===== src/rtl/sipo_pkg.sv =====
// sipo_pkg: shared types and helpers for the sipo_deframer block.
//   state_t   - deframer FSM states (IDLE, COLLECT)
//   cnt_width - bit-counter width for a given word width
package sipo_pkg;

    typedef enum logic {
        IDLE    = 1'b0,
        COLLECT = 1'b1
    } state_t;

    // Counter only ever holds 0..WIDTH-1.
    function automatic int cnt_width(input int width);
        return $clog2(width);
    endfunction

endpackage


===== src/rtl/sipo_shift_core.sv =====
// sipo_shift_core: shift register and bit counter of the deframer.
// Ports:
//   clk     in   rising-edge clock
//   rst     in   synchronous active-high reset
//   sbit    in   serial bit to store
//   bit_en  in   store sbit this cycle
//   restart in   sbit is bit 0 of a new word (partial contents dropped)
//   word    out  register contents with the current bit merged in; on the
//                completing cycle this is the finished word
//   cnt     out  index of the next bit to be stored
//   last    out  the next stored bit completes the word
module sipo_shift_core
    import sipo_pkg::*;
#(
    parameter int WIDTH     = 4,
    parameter bit LSB_FIRST = 1'b1,
    parameter int CW        = cnt_width(WIDTH)
) (
    input  logic             clk,
    input  logic             rst,
    input  logic             sbit,
    input  logic             bit_en,
    input  logic             restart,
    output logic [WIDTH-1:0] word,
    output logic [CW-1:0]    cnt,
    output logic             last
);

    logic [WIDTH-1:0] shreg;
    logic [WIDTH-1:0] merged;
    logic [CW-1:0]    bit_idx;
    logic [CW-1:0]    pos;

    // NOTE: every combinational output gets a default before any conditional
    // update, so no path leaves a value held and no latch is inferred.
    always_comb begin
        bit_idx = restart ? '0 : cnt;
        pos     = LSB_FIRST ? bit_idx : CW'(WIDTH - 1) - bit_idx;
        merged  = restart ? '0 : shreg;
        merged[pos] = sbit;
    end

    assign word = merged;
    assign last = (cnt == CW'(WIDTH - 1));

    // NOTE: state registers use non-blocking assignments only, so every
    // flop samples the pre-edge values regardless of statement order.
    always_ff @(posedge clk) begin
        if (rst) begin
            shreg <= '0;
            cnt   <= '0;
        end else if (bit_en) begin
            shreg <= merged;
            if (restart)
                cnt <= CW'(1);
            else if (last)
                cnt <= '0;
            else
                cnt <= cnt + CW'(1);
        end
    end

endmodule


===== src/rtl/sipo_deframer.sv =====
// sipo_deframer: reassembles a start-aligned serial bit stream into
// WIDTH-bit words held in a one-entry valid/ready output register.
// Ports:
//   clk        in   rising-edge clock
//   rst        in   synchronous active-high reset
//   sin        in   serial data bit, qualified by sin_valid
//   sin_valid  in   sin carries a bit this cycle
//   sin_start  in   the current valid bit is bit 0 of a new word
//   pout       out  assembled word, stable while pout_valid=1
//   pout_valid out  output register holds an unconsumed word
//   pout_ready in   consumer takes pout when pout_valid & pout_ready
//   frame_err  out  one-cycle pulse: partial word discarded by a new start
//   overrun    out  one-cycle pulse: completed word dropped, output full
module sipo_deframer
    import sipo_pkg::*;
#(
    parameter int WIDTH     = 4,
    parameter bit LSB_FIRST = 1'b1
) (
    input  logic             clk,
    input  logic             rst,
    input  logic             sin,
    input  logic             sin_valid,
    input  logic             sin_start,
    output logic [WIDTH-1:0] pout,
    output logic             pout_valid,
    input  logic             pout_ready,
    output logic             frame_err,
    output logic             overrun
);

    localparam int CW = cnt_width(WIDTH);

    state_t           state, state_next;
    logic             bit_en;
    logic             complete;
    logic             frame_err_next;
    logic [WIDTH-1:0] word;
    logic [CW-1:0]    cnt;
    logic             last;

    sipo_shift_core #(
        .WIDTH     (WIDTH),
        .LSB_FIRST (LSB_FIRST),
        .CW        (CW)
    ) u_core (
        .clk     (clk),
        .rst     (rst),
        .sbit    (sin),
        .bit_en  (bit_en),
        .restart (sin_start),
        .word    (word),
        .cnt     (cnt),
        .last    (last)
    );

    // In IDLE only a start bit is accepted; stray bits are dropped silently.
    always_comb begin
        state_next     = state;
        bit_en         = 1'b0;
        complete       = 1'b0;
        frame_err_next = 1'b0;
        unique case (state)
            IDLE: begin
                if (sin_valid && sin_start) begin
                    bit_en     = 1'b1;
                    state_next = COLLECT;
                end
            end
            COLLECT: begin
                if (sin_valid) begin
                    bit_en = 1'b1;
                    if (sin_start) begin
                        // A partial word is being thrown away.
                        frame_err_next = (cnt != '0);
                    end else if (last) begin
                        complete   = 1'b1;
                        state_next = IDLE;
                    end
                end
            end
            default: state_next = IDLE;
        endcase
    end

    // NOTE: the reset is synchronous, so it lives inside the clocked block
    // and is not in the sensitivity list.
    always_ff @(posedge clk) begin
        if (rst) begin
            state      <= IDLE;
            pout       <= '0;
            pout_valid <= 1'b0;
            frame_err  <= 1'b0;
            overrun    <= 1'b0;
        end else begin
            state     <= state_next;
            frame_err <= frame_err_next;
            overrun   <= 1'b0;
            if (complete) begin
                // A word leaving this same cycle frees the slot for the new one.
                if (!pout_valid || pout_ready) begin
                    pout       <= word;
                    pout_valid <= 1'b1;
                end else begin
                    overrun <= 1'b1;
                end
            end else if (pout_valid && pout_ready) begin
                pout_valid <= 1'b0;
            end
        end
    end

endmodule


===== config.mk =====
export PLATFORM = sky130hd
export DESIGN_NAME = sipo_deframer
export DESIGN_NICKNAME = d
export VERILOG_FILES = /design/src/rtl/sipo_pkg.sv /design/src/rtl/sipo_shift_core.sv /design/src/rtl/sipo_deframer.sv
export SDC_FILE = /design/constraint.sdc
export NUM_CORES = 1
export LEC_CHECK = 0
export CORE_AREA = 2 2 39 41
export DETAILED_ROUTE_END_ITERATION = 12
export DIE_AREA = 0 0 41 43
export PLACE_DENSITY_LB_ADDON = 0.05
export SLEW_MARGIN = 20
export SYNTH_ARGS = -nofsm -noshare
export SYNTH_HDL_FRONTEND = slang
export SYNTH_SLANG_ARGS = --single-unit

===== constraint.sdc =====
create_clock -name clk -period 4.3 [get_ports clk]
set_input_delay 0.86 -clock clk [delete_from_list [all_inputs] [get_ports clk]]
set_output_delay 0.86 -clock clk [all_outputs]
set_load 0.01 [all_outputs]

* Word level (Yosys, flattened, before mapping)
Index checks and enable logic that the tools add are counted. Widths: inputs -> output; s select.
Storage, ports and cells: flip-flop bits (word level) 14, input port bits 6, logic and storage cells 49
Cells by class: add/sub/neg operators 1, magnitude comparators 2, equal/unequal tests 2, multiplexer cells 22, bitwise operators 4, reductions and logical operators 11
Operators with widths (number):
- $mux 1 | 14
- $mux 2 | 3
- $bwmux 4 | 1
- $mux 4 | 1
- $not 1->1 | 4
- $pmux 1 s2 | 2
- $reduce_and 2->1 | 2
- $reduce_bool 2->1 | 2
- $reduce_or 4->1 | 1
- $logic_and 1x1->1 | 3
- $lt 2x3->1 const B | 1
- $add 2x1->2 const B | 1
- $demux 1 s2 | 1
- $eq 2x2->1 const B | 1
- $ge 2x1->1 const B | 1
- $ne 2x1->1 const B | 1
- $reduce_or 2->1 | 1
- $logic_not 1->1 | 1
- $logic_or 1x1->1 | 1

* Longest topological paths before layout
Gate-level depths: netlist of the first run.
word-level depth 7, depth in mapped cells 6, depth with buffers taken out 5

* Modules after synthesis
Synthesis of the first run repeated with hierarchy kept, for this count alone.
Unflattened totals: cell total of the unflattened synthesis 73, area total of the unflattened synthesis 688.2 um2
By module, submodules not included:
- sipo_shift_core | times used 1, cells an instance 38, area an instance 347.8 um2, seq. area each 120.1 um2
- sipo_deframer | times used 1, cells an instance 35, area an instance 340.3 um2, seq. area each 160.2 um2

* Worst setup path after synthesis of the first run
OpenSTA, ideal clock, no wires.
kind input -> register, start point input port sin_start, end point register pout[1], setup time 0.131 ns, arrival 1.548 ns, required time 4.169 ns, setup slack 2.621 ns, stages 5, buffers on the path 1, cell sequence nand4b_2 -> nor2b_2 -> buf_6 -> mux2i_1 -> nor2_1
Between the ends: word-level cells in the longest chain between the ends 6, elaborated cells between the ends (all ways) 12, classes of those cells order compare: 2; mux: 8; reduce/logical: 2
Ends and longest elaborated chain:
- start: declaration | RTL line sipo_deframer.sv:24 | input logic sin_start,
- $mux 2 | RTL line sipo_shift_core.sv:37 | bit_idx = restart ? '0 : cnt;
- $lt 2x3->1 (implied by the code) / $ge 2x1->1 (equally long branches) | RTL line sipo_shift_core.sv:40 | merged[pos] = sbit;
- $logic_and 1x1->1 (implied by the code) | RTL line sipo_shift_core.sv:40
- $mux 1 (implied by the code) | RTL line sipo_shift_core.sv:40
- $demux 1 s2
- $bwmux 4 | RTL line sipo_shift_core.sv:40
- end signal: assignment | RTL line sipo_deframer.sv:102 | pout <= word;
- end: declaration | RTL line sipo_deframer.sv:25 | output logic [WIDTH-1:0] pout,
Several ways; a longest one is shown, not always the timed one. A chain may end at the register's enable or synchronous reset.

* Final worst setup path of the first run
Ends and elaborated chain as after synthesis.

==> qor.yml, run 1 <==
drt-initial-drc-count: 9
combinational_family_with_the_most_area_after_synthesis: "simple AND/OR/NAND/NOR gates"
power_density_nw_per_um2: 308
area_growth_pct: 25.1
hold_path_depth: 2
detail-route-antenna-nets: 0
r2r.worst_path.cells: 5
run_status: "finished clean"
syn_avg_cell_area_um2: 9.87
antenna_found_initial: 0
mostFrequentLayoutCell: "dfxtp_1"
min_path_type: "flip-flop to flip-flop"
num-nets-final: 88
worstPathRequired_ps: 4440
async_set_or_reset_flop_fraction_in_the_synthesized_netlist_pct: 0
worst-slew-pin-transition_ps: 565
num_io_pins: 13
syn-num-nets: 73
rr_startpoint: "u_core.cnt[0]"
vias: 486
cellLeakagePower_nw: 0.309
largest_net_degree_at_the_start_of_global_routing: 15
avgRoutedWirePerCell_um: 12.2
critical_path.max_fanout: 8
hold_buffer_count_at_cts: 0
yosys-mux-area-fraction_pct: 7.99
numCtsBuffers: 3
timing.fmax_mhz: 452
layout_cells_sized_above_1_pct: 17.7
start_util_pct: 46.4
cts.htree.levels: 1
drt_pre_antenna_iters: 4
synthXorXnorAreaFrac_pct: 0
clock-root-buffer: "clkbuf_4"
rr_endpoint: "pout[1]"
cp.arrival_ps: 2350
synth.yosys.warnings: 0
reg2reg_slack_ps: 2630
dieHeight_um: 43
worst_hold_startpoint: "u_core.shreg[2]"
detailedPlacementHpwl_um: 841
worst_setup_hold_path_clk_slew_ps: 90
core_region_area_um2: 1380
route.final.wire_length_mm: 1.16
detail_route.drc_violations: 0
finalInstanceArea_um2: 803
synth.ff_latch_count: 14
gr_ovfl_total: 0
unrepaired_setup_endpoints_after_global_routing: "no"
die_width_um: 41
setup_violations: 0
placement_rows: 14
layout_worst_path_cycle_share_pct: 51.4
first_global_vias: 413
hold_viol: 0
cts-resized-gates: 0
synth-main-ff-cell: "dfxtp_1"
gp_congestion: 0.676
post_synth_fa_ha_maj_area_fraction_pct: 3.90
timing.max_cap.violations: 0
first_pass_grt_wire_length_mm: 1.79
tritoncts: "done"
synth_edf_count: 0
finalCriticalPeriod_ps: 2210
fill_cells: 124
whs_endpoint: "u_core.shreg[2]"
cts.sink_count: 14
yosysSeqAreaShare_pct: 43.7
vdd.ir_drop.worst_mv: 0.215
vias_per_cell: 5.12
synthSimpleGateAreaFrac_pct: 25.1
globalRouteTotalUtil_pct: 15.5
clock_insertion_delay_worst_skew_ps: 270
timing.max_slew.rel_slack_pct: 62.2
max-clock-path-buffers: 2
crit_path_end_kind: "flip-flop"
crit_type: "input pin to flip-flop"
synth_cell_type_count: 26
layout.cells.most_common_list: "dfxtp_1, clkdlybuf4s50_1, nor2b_1, nor2_1, nand2_1"
cts.repair_timing.setup_buffer_count: 0
floorplan.die_area_um2: 1760
syn_area_um2: 642
antenna_cells: 0
timing.final.max_slew_violations: 0
io_buffers: 12
timing.clock.skew_ps: 7.74
setup_total_negative_slack_ps: 0
synth-compound-area-share_pct: 15.8
timing.critical_path.from_type: "input pin"
postSynthCellCount: 65
standard_cell_area_after_detailed_placement_um2: 767
kinds of logic after synthesis:
group / Yosys count
AND/OR/NAND/NOR: 27
flip-flops: 14
AO/OA/AOI/OAI: 13
multiplexers: 5
buffers and inverters: 4
adder cells (fa/ha/maj): 2
final cells by class:
| class | count | area [um2] | area share, % |
|---|---|---|---|
| Multi-Input combinational cell | 47 | 339 | 42.2 |
| Sequential cell | 14 | 280 | 34.9 |
| Timing Repair Buffer | 12 | 120 | 15.0 |
| Clock buffer | 4 | 36.3 | 4.52 |
| Tap cell | 16 | 20.0 | 2.49 |
| Inverter | 2 | 7.51 | 0.935 |
per-layer routing:
layer	vias up	track usage, %	share of wire (%)
met4	0	8.00	1.3
met2	10	22.2	46
met5	-	0	0
met3	2	3.14	3.5
li1	256	-	-
met1	218	21.2	49
critical path, stage by stage:
cell and delay, ps:
clkdlybuf4s50_1 530, nand4b_2 290, nor2b_2 400, mux2i_1 230, nor2_1 50
through the flow:
| step | utilization [%] | setup WS, ps | std cells | hold WS (ps) | total power [mW] |
|---|---|---|---|---|---|
| 2_1_floorplan | - | 2620 | 65 | 458 | 0.149 |
| 3_3_place_gp | 55.4 | 1870 | 91 | 472 | 0.158 |
| 3_5_place_dp | 55.4 | 1820 | 91 | 485 | 0.158 |
| 4_1_cts | 58.0 | 2100 | 95 | 505 | 0.252 |
| 5_1_grt | 58.0 | 1960 | 95 | 535 | 0.259 |
| 6_report | 58.0 | 2090 | 95 | 497 | 0.247 |
worst max path at each step:
| stage | start | end | depth (start not counted) |
|---|---|---|---|
| final | sin_start | pout[1] | 5 |
| after global routing | sin_start | pout[1] | 5 |
| after CTS | sin_start | pout[1] | 5 |
| after detailed placement | sin_start | pout[1] | 5 |
| after global placement | sin_start | pout[1] | 5 |
| after floorplan | sin_start | pout[1] | 5 |
power breakdown:
group          internal (mW)  total [mW]  switching, mW
logic                 0.0103      0.0203        0.00993
registers              0.132       0.135        0.00308
clock network         0.0514      0.0921         0.0408
registers in the layout, summed over array words and instances, names as in the netlist:
register / cells
frame_err: 1
overrun: 1
pout: 4
pout_valid: 1
state: 1
u_core.cnt: 2
u_core.shreg: 4
synthesized netlist by cell type, drive strengths merged (2+ instances only):
cell	instances	area share, %
a211oi	3	5.8
a21oi	2	1.6
a22oi	3	3.5
buf	2	2.3
dfxtp	14	44
ha	2	3.9
inv	2	1.2
mux2i	4	6.2
nand2	5	2.9
nor2	8	5.8
nor2b	6	6.2
nor3	2	1.6
o21ai	3	2.3
No activity file was read; power rests on OpenSTA's default activity.
==> inputs of run 2 (changes only) <==
CORE_AREA = not set   (was 2 2 39 41)
CORE_MARGIN = 2   (was not set)
CORE_UTILIZATION = 47   (was not set)
DIE_AREA = not set   (was 0 0 41 43)
clock period = 2.13 ns   (was 4.3 ns; I/O delays follow)
==> run 2 against run 1 <==
  * Count of clock-buffer cells in the layout decreased by 1
  * Combinational power increased by 120%
  * Sequential share of layout area decreased by 0.64 points
  * Flip-flop and latch count unchanged
  * Wire length increased by 3.0%
  * Design area increased by 1.9%
  * Clock power increased by 54%
  * Utilization increased by 5.6 points
  * Power increased by 86%
  * Via count increased by 3.7%
  * Hold slack improved by 3.7 ps
  * Register-to-register slack got worse by 2200 ps
  * Critical endpoint is now pout[2]
  * Largest power group unchanged
==> qor.yml, run 2 (same netlist as run 1, synthesis figures left out) <==
avgRoutedWirePerCell_um: 12.3  # +0.90%
core_region_area_um2: 1280  # -7.1%
cellLeakagePower_nw: 0.322  # +4.1%
r2r.worst_path.cells: 6  # +1
cts.sink_count: 14  # unchanged
detail_route.drc_violations: 0  # unchanged
antenna_cells: 0  # unchanged
critical_path_depth: 6  # +1
vias_per_cell: 5.20  # +1.6%
numCtsBuffers: 3  # unchanged
area_growth_pct: 27.5
io_buffers: 12  # unchanged
gp_congestion: 0.719  # +6.3%
fill_cells: 107  # -14%
hold_buffer_count_at_cts: 0  # unchanged
vdd.ir_drop.worst_mv: 0.350  # +63%
worst_setup_hold_path_clk_slew_ps: 80  # about the same
crit_type: "input pin to flip-flop"
power_density_nw_per_um2: 562  # +83%
timing.critical_path.from_type: "input pin"
layout_worst_path_cycle_share_pct: 78.7
cts.repair_timing.setup_buffer_count: 0  # unchanged
mostFrequentLayoutCell: "dfxtp_1"
detail-route-antenna-nets: 0  # unchanged
route.final.wire_length_mm: 1.19  # +3.0%
start_util_pct: 50.0  # +3.6 points
multi_input_area_um2: 339  # unchanged
placement_rows: 13  # -1
floorplan.die_area_um2: 1680  # -4.9%
gr_ovfl_total: 0  # unchanged
hold_path_depth: 2  # unchanged
hold_viol: 0  # unchanged
final-seq-area_um2: 280  # unchanged
worstPathRequired_ps: 2320  # -2120 ps
dieHeight_um: 41.0  # -4.8%
clock_insertion_delay_worst_skew_ps: 270  # about the same
globalRouteTotalUtil_pct: 17.5  # +2.0 points
critPathMaxStageDelay_ps: 460  # -70 ps
timing.clock.skew_ps: 3.43  # -4.31 ps
timing.critical_path.cells: "clkdlybuf4s50_1, nand4b_2, nor2b_2, buf_4, nor2_2, a211oi_2"
antenna_found_initial: 0  # unchanged
vias: 504  # +3.7%
cp_slowest_cell: "clkdlybuf4s50_1"
max-clock-path-buffers: 2  # unchanged
drt_pre_antenna_iters: 2  # -2
cp.arrival_ps: 1870  # -480 ps
finalCriticalPeriod_ps: 1680
largest_registers: "pout: 4 flops, u_core.shreg: 4 flops, u_core.cnt: 2 flops"
critical_path.max_fanout: 5  # -3
worst-slew-pin-transition_ps: 407  # -158 ps
min_path_type: "flip-flop to flip-flop"
run_status: "finished clean"
detailedPlacementHpwl_um: 901  # +7.2%
num_io_pins: 13  # unchanged
cts-resized-gates: 0  # unchanged
timing.final.max_slew_violations: 0  # unchanged
clock-root-buffer: "clkbuf_4"
first_pass_grt_wire_length_mm: 1.80  # +0.33%
critical_path.top_delay_family: "buffers and inverters"
die_width_um: 41.0  # -0.11%
tritoncts: "done"
crit_path_end_kind: "flip-flop"
power.total_uw: 460  # +86%
path_buf_inv: 2  # +1
cts.htree.levels: 1  # unchanged
setup_violations: 0  # unchanged
num-nets-final: 92  # +4.5%
first_global_vias: 435  # +5.3%
largest_net_degree_at_the_start_of_global_routing: 10  # -5
drt-initial-drc-count: 7  # -2
unrepaired_setup_endpoints_after_global_routing: "no"
layout.cells.most_common_list: "dfxtp_1, clkdlybuf4s50_1, nor2b_1, nor2_1, nand2_1"
timing.fmax_mhz: 597
setup_total_negative_slack_ps: 0  # unchanged
timing.max_cap.violations: 0  # unchanged
layout_cells_sized_above_1_pct: 20.7  # +3.0 points
timing.max_slew.rel_slack_pct: 72.7  # +10 points
==> run 2: stage by stage <==
| stage | setup WS (ps) | instance area [um2] | hold WS, ps | util (%) | std cells |
|---|---|---|---|---|---|
| after floorplan | 765 | 642 | 458 | - | 65 |
| after global placement | 231 | 796 | 477 | 61.9 | 94 |
| after detailed placement | 165 | 796 | 491 | 61.9 | 94 |
| after CTS | 442 | 818 | 502 | 63.7 | 97 |
| after global routing | 320 | 818 | 536 | 63.7 | 97 |
| final | 455 | 818 | 501 | 63.7 | 97 |
==> run 2: power by group <==
part           switching, mW  internal (mW)
combinational         0.0205         0.0245
clock                 0.0771         0.0653
sequential           0.00638          0.266
total                  0.104          0.356
==> run 2: path summary, 6_finish.rpt <==
kind / to / slack, ps / from
worst max-delay path: pout[2] / 450 / sin_start
worst min-delay path: overrun / 500 / pout_valid
worst max register to register: pout[2] / 470 / u_core.cnt[0]
worst min register to register: overrun / 500 / pout_valid
==> run 2: area by class of cell <==
cell class / instances / area share, %
Clock buffer: 3 / 2.75
Inverter: 2 / 0.917
Multi-Input combinational cell: 47 / 41.4
Sequential cell: 14 / 34.3
Tap cell: 15 / 2.29
Timing Repair Buffer: 16 / 18.3
==> run 2: worst reg2reg max path, cell delays in order, from the launching register on <==
cell	delay, ps
dfxtp_1	460
ha_1	250
nand4b_2	150
nor2b_2	290
buf_4	190
nor2_2	40
a211oi_2	200
==> run 2: per-layer routing <==
layer	share of wire, %	routed length, um	global-route usage [%]	up-vias
met5	0	0	0	-
met4	1.2	14	12.5	0
met3	2.8	33	4.89	2
met2	50	592	27.0	10
met1	46	554	20.5	229
li1	-	-	-	263
